==> src/rtl/crc_exp_fifo.sv <==
// Expected-CRC FIFO: first-word-fall-through head, synchronous flush on rst.
module crc_exp_fifo #(
    parameter int unsigned WIDTH = 32,
    parameter int unsigned DEPTH = 16
) (
    input  logic             clk,
    input  logic             rst,
    input  logic             push,
    input  logic [WIDTH-1:0] wdata,
    input  logic             pop,
    output logic [WIDTH-1:0] head,
    output logic             empty,
    output logic             full
);

    localparam int unsigned AW = $clog2(DEPTH);

    logic [WIDTH-1:0] mem [DEPTH];
    logic [AW-1:0]    wr_ptr_q;
    logic [AW-1:0]    rd_ptr_q;
    logic [AW:0]      cnt_q;
    logic             do_push;
    logic             do_pop;

    assign empty   = (cnt_q == '0);
    assign full    = (cnt_q == (AW + 1)'(DEPTH));
    assign do_pop  = pop & ~empty;
    // A push into a full FIFO is only accepted when a pop frees the slot.
    assign do_push = push & (~full | do_pop);
    assign head    = mem[rd_ptr_q];

    // Pointer and occupancy bookkeeping.
    always_ff @(posedge clk) begin
        if (rst) begin
            wr_ptr_q <= '0;
            rd_ptr_q <= '0;
            cnt_q    <= '0;
        end else begin
            if (do_push) wr_ptr_q <= wr_ptr_q + 1'b1;
            if (do_pop)  rd_ptr_q <= rd_ptr_q + 1'b1;
            if (do_push && !do_pop)      cnt_q <= cnt_q + 1'b1;
            else if (!do_push && do_pop) cnt_q <= cnt_q - 1'b1;
        end
    end

    // Storage array; contents need no reset since occupancy gates reads.
    always_ff @(posedge clk) begin
        if (do_push) mem[wr_ptr_q] <= wdata;
    end

endmodule

==> config.mk <==
export PLATFORM = sky130hd
export DESIGN_NAME = crc_exp_fifo
export DESIGN_NICKNAME = d
export VERILOG_FILES = /design/src/rtl/crc_exp_fifo.sv
export SDC_FILE = /design/constraint.sdc
export NUM_CORES = 1
export LEC_CHECK = 0
export ABC_AREA = 1
export CELL_PAD_IN_SITES_DETAIL_PLACEMENT = 0
export CELL_PAD_IN_SITES_GLOBAL_PLACEMENT = 2
export CORE_UTILIZATION = 38
export DETAILED_ROUTE_END_ITERATION = 6
export PLACE_DENSITY = 0.79
export SETUP_SLACK_MARGIN = 0.4
export SLEW_MARGIN = 40
export SYNTH_ARGS = -nofsm -noshare
export SYNTH_HDL_FRONTEND = slang
export SYNTH_SLANG_ARGS = --single-unit
export TNS_END_PERCENT = 30
==> constraint.sdc <==
create_clock -name clk -period 3.53 [get_ports clk]
set_input_delay 0.353 -clock clk [delete_from_list [all_inputs] [get_ports clk]]
set_output_delay 0.353 -clock clk [all_outputs]
set_load 0.05 [all_outputs]
==> results of run 1 <==
==> worst paths after layout <==
check                 to  slack (ps)
min reg2reg     register         500
max reg2reg     cnt_q[4]        1170
max             head[14]         570
min          wr_ptr_q[3]         480
==> worst max-delay path, delay by kind of cell, from the launching register on <==
family,cells,cell delay [ps]
AND/OR/NAND/NOR,6,650
buffers and inverters,3,870
flip-flops,1,430
==> stage by stage <==
stage          total power [mW]  instances  setup TNS [ps]  setup WS, ps  cell area [sq um]
2_1_floorplan             10.42       1919          -25480        -79.69              21820
3_3_place_gp              12.21       2682               0         917.5              23670
3_5_place_dp              12.23       2682               0         905.1              23670
4_1_cts                   17.91       2786               0         515.6              25420
5_1_grt                   18.55       2786               0         408.4              25420
6_report                  17.69       2786               0         573.9              25420
==> cell usage in the layout, fill, tap and decap left out, drive strengths merged <==
cell,n
nand3,232
edfxtp,512
clkinv,22
nand4,2
bufinv,5
a21oi,7
inv,134
nor2,184
o21ai,87
o211ai,46
fa,1
buf,78
ha,9
nand3b,1
xor2,3
nand2,558
clkbuf,77
nor3,16
dfxtp,17
or2,1
clkdlybuf4s50,37
xnor2,1
==> layer usage <==
layer	track usage, %	wire [microns]	up-vias
li1	-	-	6668
met1	25.14	24250	6711
met2	28.62	24210	304
met3	2.331	2301	80
met4	5.695	1167	2
met5	0.8987	72	-
==> registers in the layout (all words and copies together) (netlist names), named ones only <==
register  flops
rd_ptr_q      4
cnt_q         5
wr_ptr_q      4
mem         512
==> final cells by class <==
class	instances	area (sq um)
fillers	5194	31180
flip-flops and latches	529	15730
multi-input cells	1148	5119
clock buffers	77	1501
repair buffers	115	1369
well taps	756	945.9
inverters	134	515.5
clock inverters	27	249.0
==> cell families (layout without fill, tap and decap cells) <==
family                     after synthesis  count (layout)  share of synthesized area [%]
buffers and inverters                  242             353                          4.875
and+or+nand+nor                        994             994                          18.59
DFF                                    529             529                          72.03
xor gates and xnor gates                 4               4                         0.1606
adders and majority gates               10              10                         0.6079
AOI/OAI and AO/OA                      140             140                          3.739
==> where the power goes <==
group | total [mW] | internal, mW | switching [mW]
Sequential | 7.15 | 7.05 | 0.104
Combinational | 4.88 | 1.70 | 3.18
Clock | 5.66 | 3.32 | 2.34
==> metrics.txt, run 1 <==
outcome finished clean; hold path startpoint push; drt pass-1 iters 5; pin slew with the least headroom to its limit 764.8 ps; Post-route DRC 0; Hold WC Path Type in2reg; Syn Inst Count 1919; Crit Path Max Fanout 48; max-slew violations 0; Clock Skew 10.49 ps; # IOs 70; synth unique cells 26; CTS clk-pin slew, worst paths 60 ps; Final Wtd Congestion 0.7674; Max Cap Viol 0; Worst path max stage delay 490 ps; Total GRT Usage 17.87%; Area contributors post-synth edfxtp_1, nand2_1, nand3_1; crit share post-route 83.74%; total wire length 52.00 mm; HPWL Detailed 27.53 mm; PwrDens 695.8 nW/um^2; first-pass GRT wire length 80.21 mm; unrepaired setup endpoints after global routing false; wire length per cell 18.67 microns; Final ANT Viol Nets 0; # H-tree levels 2; DIE AREA 58380 sq um; hold slack final 480.9 ps; CTS Buf Count 56; mapped cell area 21820 sq um; yosys synthesis warning count 0; Clock Latency Late Sink 600 ps; largest net degree at the start of global routing 106; Peak Freq 338.3 MHz; Layout Nets 2030; Max VDD drop 0.4202 mV; syn_area_per_cell 11.37 sq um; P&R area growth vs syn 16.53%; Detailed Route Iter0 Violations 927; TritonCTS clock tree done; worst path cell trace inv_6 -> buf_4 -> nand2_1 -> nand2_1 -> nand2_1 -> nand3_1 -> nand3_1 -> nand2_1 -> buf_12; asr flop ratio synth 0%; vias after detailed routing 13770; count of final setup violators 0; root buf cell clkbuf_16; die height 241.6 microns; R2R depth 13; Longest Clk Path Bufs 3; setup bufs post-CTS 0; most common cell in the netlist nand2_1; Slowest cell on crit path buf_4; Setup crit start kind register; CP Class reg2out; final core utilization 44.92%; Via-to-Cell Ratio 4.941; post-synthesis net count 1965; Post-CTS Hold Fix Bufs 0; top_reg_cell synth edfxtp_1; number of synthesized flops with an enable pin 512; post_cts resized 0; required time of the worst setup path 3180 ps; vias in the first global route 13370; Initial Utilization 38.54%; I/O Buffers 69; commonest cells in the netlist nand2_1, edfxtp_1, nand3_1, nor2_1, inv_1; row count 87; Critical R2R Launch cnt_q[0]; Synth Register Bits 529; final hold viol count 0; Min Clock Period, post-route 2956 ps; area leader, netlist edfxtp_1; grt ovf 0; antenna violations before repair 0; core area 56600 sq um; share of layout cells above drive strength 1 8.670%; Crit. End Element primary output; CP arrival 2600 ps; slew margin rel. 49.01%; number of diodes 0; Yosys top cell area share 70.47%; cell mode on critical path nand2_1; Die Width 241.6 microns; Hold Crit Depth 3; Seq/Total Area, Yosys 72.03%; P_leak 9.518 nW; Clock Sink Count 529
Note: power is estimated with default switching activity, not from simulation.
==> run 2: changes to the inputs <==
CORE_UTILIZATION = 42   (was 38)
PLACE_DENSITY = 0.82   (was 0.79)
clock period = 2.85 ns   (was 3.53 ns; I/O delays follow)
==> metrics.txt, run 2 (synthesized netlist as in run 1, its figures left out) <==
outcome finished with violations; failing checks design-rule violations; vias in the first global route 13900 (+3.9%); max-slew violations 0 (unchanged); P&R area growth vs syn 21.66%; Longest Clk Path Bufs 3 (unchanged); Max Cap Viol 0 (unchanged); Clock Latency Late Sink 610 ps (about the same); required time of the worst setup path 2570 ps (-610 ps); vias after detailed routing 14510 (+5.4%); most common cell after layout, fill and taps aside nand2_1; worst path cell trace buf_12 -> inv_16 -> buf_16 -> nand2_1 -> nand2_1 -> nand2_1 -> nand3_1 -> nand3_2 -> nand2_4 -> buf_12; antenna violations before repair 1 (+1); CTS clk-pin slew, worst paths 60 ps (about the same); Setup crit start kind register; Max VDD drop 0.4517 mV (+7.5%); Clock Skew 11.90 ps (+1.419 ps); share of layout cells above drive strength 1 11.59% (+2.9 points); slew margin rel. 52.72% (+3.7 points); DIE AREA 52860 sq um (-9.4%); row count 83 (-4.6%); Slowest cell on crit path dfxtp_4; Detailed Route Iter0 Violations 1212 (+31%); most flop-heavy register mem; root buf cell clkbuf_16; Total GRT Usage 23.10% (+5.2 points); R2R depth 13 (unchanged); Crit. End Element primary output; overall power after layout 23.23 mW (+31%); CP Class reg2out; dpl cells 2609 (-2.7%); Min Clock Period, post-route 2513 ps; Critical R2R Launch cnt_q[0]; # H-tree levels 2 (unchanged); Post-Layout Cell Count 2742 (-1.6%); unrepaired setup endpoints after global routing true; Post-DP Area 23860 sq um (+0.79%); first-pass GRT wire length 89.82 mm (+12%); Post-route DRC 10 (+10); final core utilization 51.74% (+6.8 points); pin slew with the least headroom to its limit 709.2 ps (-55.63 ps); grt ovf 0 (unchanged); Largest register FFs 512 (unchanged); core area 51300 sq um (-9.4%); die height 229.9 microns (-4.8%); largest net degree at the start of global routing 65 (-39%); biggest registers after layout mem (512), cnt_q (5); number of diodes 0 (unchanged); Final ANT Viol Nets 0 (unchanged); hold slack final 414.6 ps (-66.23 ps); crit path to head[2]; Clock Sink Count 529 (unchanged); worst setup margin 337.2 ps (-236.7 ps); Via-to-Cell Ratio 5.292 (+7.1%); Initial Utilization 42.53% (+4.0 points); CP arrival 2230 ps (-370 ps); R2R setup slack 620 ps (-550 ps); Layout Nets 2068 (+1.9%); Final Wtd Congestion 0.7486 (-2.4%); I/O Buffers 69 (unchanged); Crit Path Max Fanout 18 (-63%); dpl ws 337.8 ps (-567.3 ps); Final Instance Area 26540 sq um (+4.4%); # fillers 4365 (-16%); Die Width 229.9 microns (-4.8%); P_leak 10.07 nW (+5.8%); Peak Freq 398.0 MHz; cell mode on critical path nand2_1; crit share post-route 88.17%; TritonCTS clock tree done; wire length per cell 22.11 microns (+18%); HPWL Detailed 26.77 mm (-2.8%); Setup TNS 0 ps (unchanged); count of final setup violators 0 (unchanged); CTS Buf Count 54 (-3.6%); Worst R2R End cnt_q[4]; final hold viol count 0 (unchanged); Worst path max stage delay 350 ps (-140 ps); # IOs 70 (unchanged); total wire length 60.62 mm (+17%); drt pass-1 iters 7 (+2); Hold WC Path Type in2reg; PwrDens 875.2 nW/um^2 (+26%); most frequent cells in the layout nand2_1, edfxtp_1, nand3_1, nor2_1, inv_1
==> run 2: what timing repair did <==
item	CTS	global route
gates resized for setup	70	9
endpoints found under the setup margin	34	36
pin swaps	20	5
setup buffers	8	2
gates cloned	24	3
hold buffers	0	0
==> run 2: cell type report <==
cell class	instances	area, sq um	share of cell area [%]
clock buffers	76	1498	5.643
repair buffers	154	2482	9.352
repair inverters	1	8.758	0.03300
inverters	134	535.5	2.018
clock inverters	20	136.4	0.5138
flip-flops and latches	529	15730	59.25
well taps	680	850.8	3.205
multi-input cells	1148	5304	19.98
==> run 2: worst min path at each step <==
stage,from,endpoint,slack [ps],cells after the start
global placement,rd_ptr_q[3],register,480,2
floorplan,wdata[0],mem[0][0],380,0
finish,push,wr_ptr_q[2],410,3
detailed placement,rd_ptr_q[3],register,490,2
global route,push,wr_ptr_q[2],420,3
CTS,push,wr_ptr_q[3],380,3
==> run 2: metal layers <==
| metal | routed length, microns | share of wire [%] | vias to the layer above | track usage [%] |
|---|---|---|---|---|
| li1 | - | - | 6782 | - |
| met1 | 26260 | 43 | 7175 | 31.74 |
| met2 | 29030 | 48 | 450 | 37.74 |
| met3 | 3847 | 6.3 | 101 | 3.956 |
| met4 | 1471 | 2.4 | 2 | 6.519 |
| met5 | 11 | 0.018 | - | 0 |
==> run 2: critical path: cells and delay by family (launching register included) <==
| kind | cells | cell delay [ps] |
|---|---|---|
| simple gates | 6 | 590 |
| flops | 1 | 350 |
| buf+inv | 4 | 660 |
==> run 2: where the power goes <==
| group | internal [mW] | total [mW] | switching [mW] |
|---|---|---|---|
| Clock | 3.81 | 6.66 | 2.85 |
| Sequential | 8.73 | 8.84 | 0.113 |
| Combinational | 3.06 | 7.73 | 4.67 |
| Total | 15.6 | 23.2 | 7.63 |
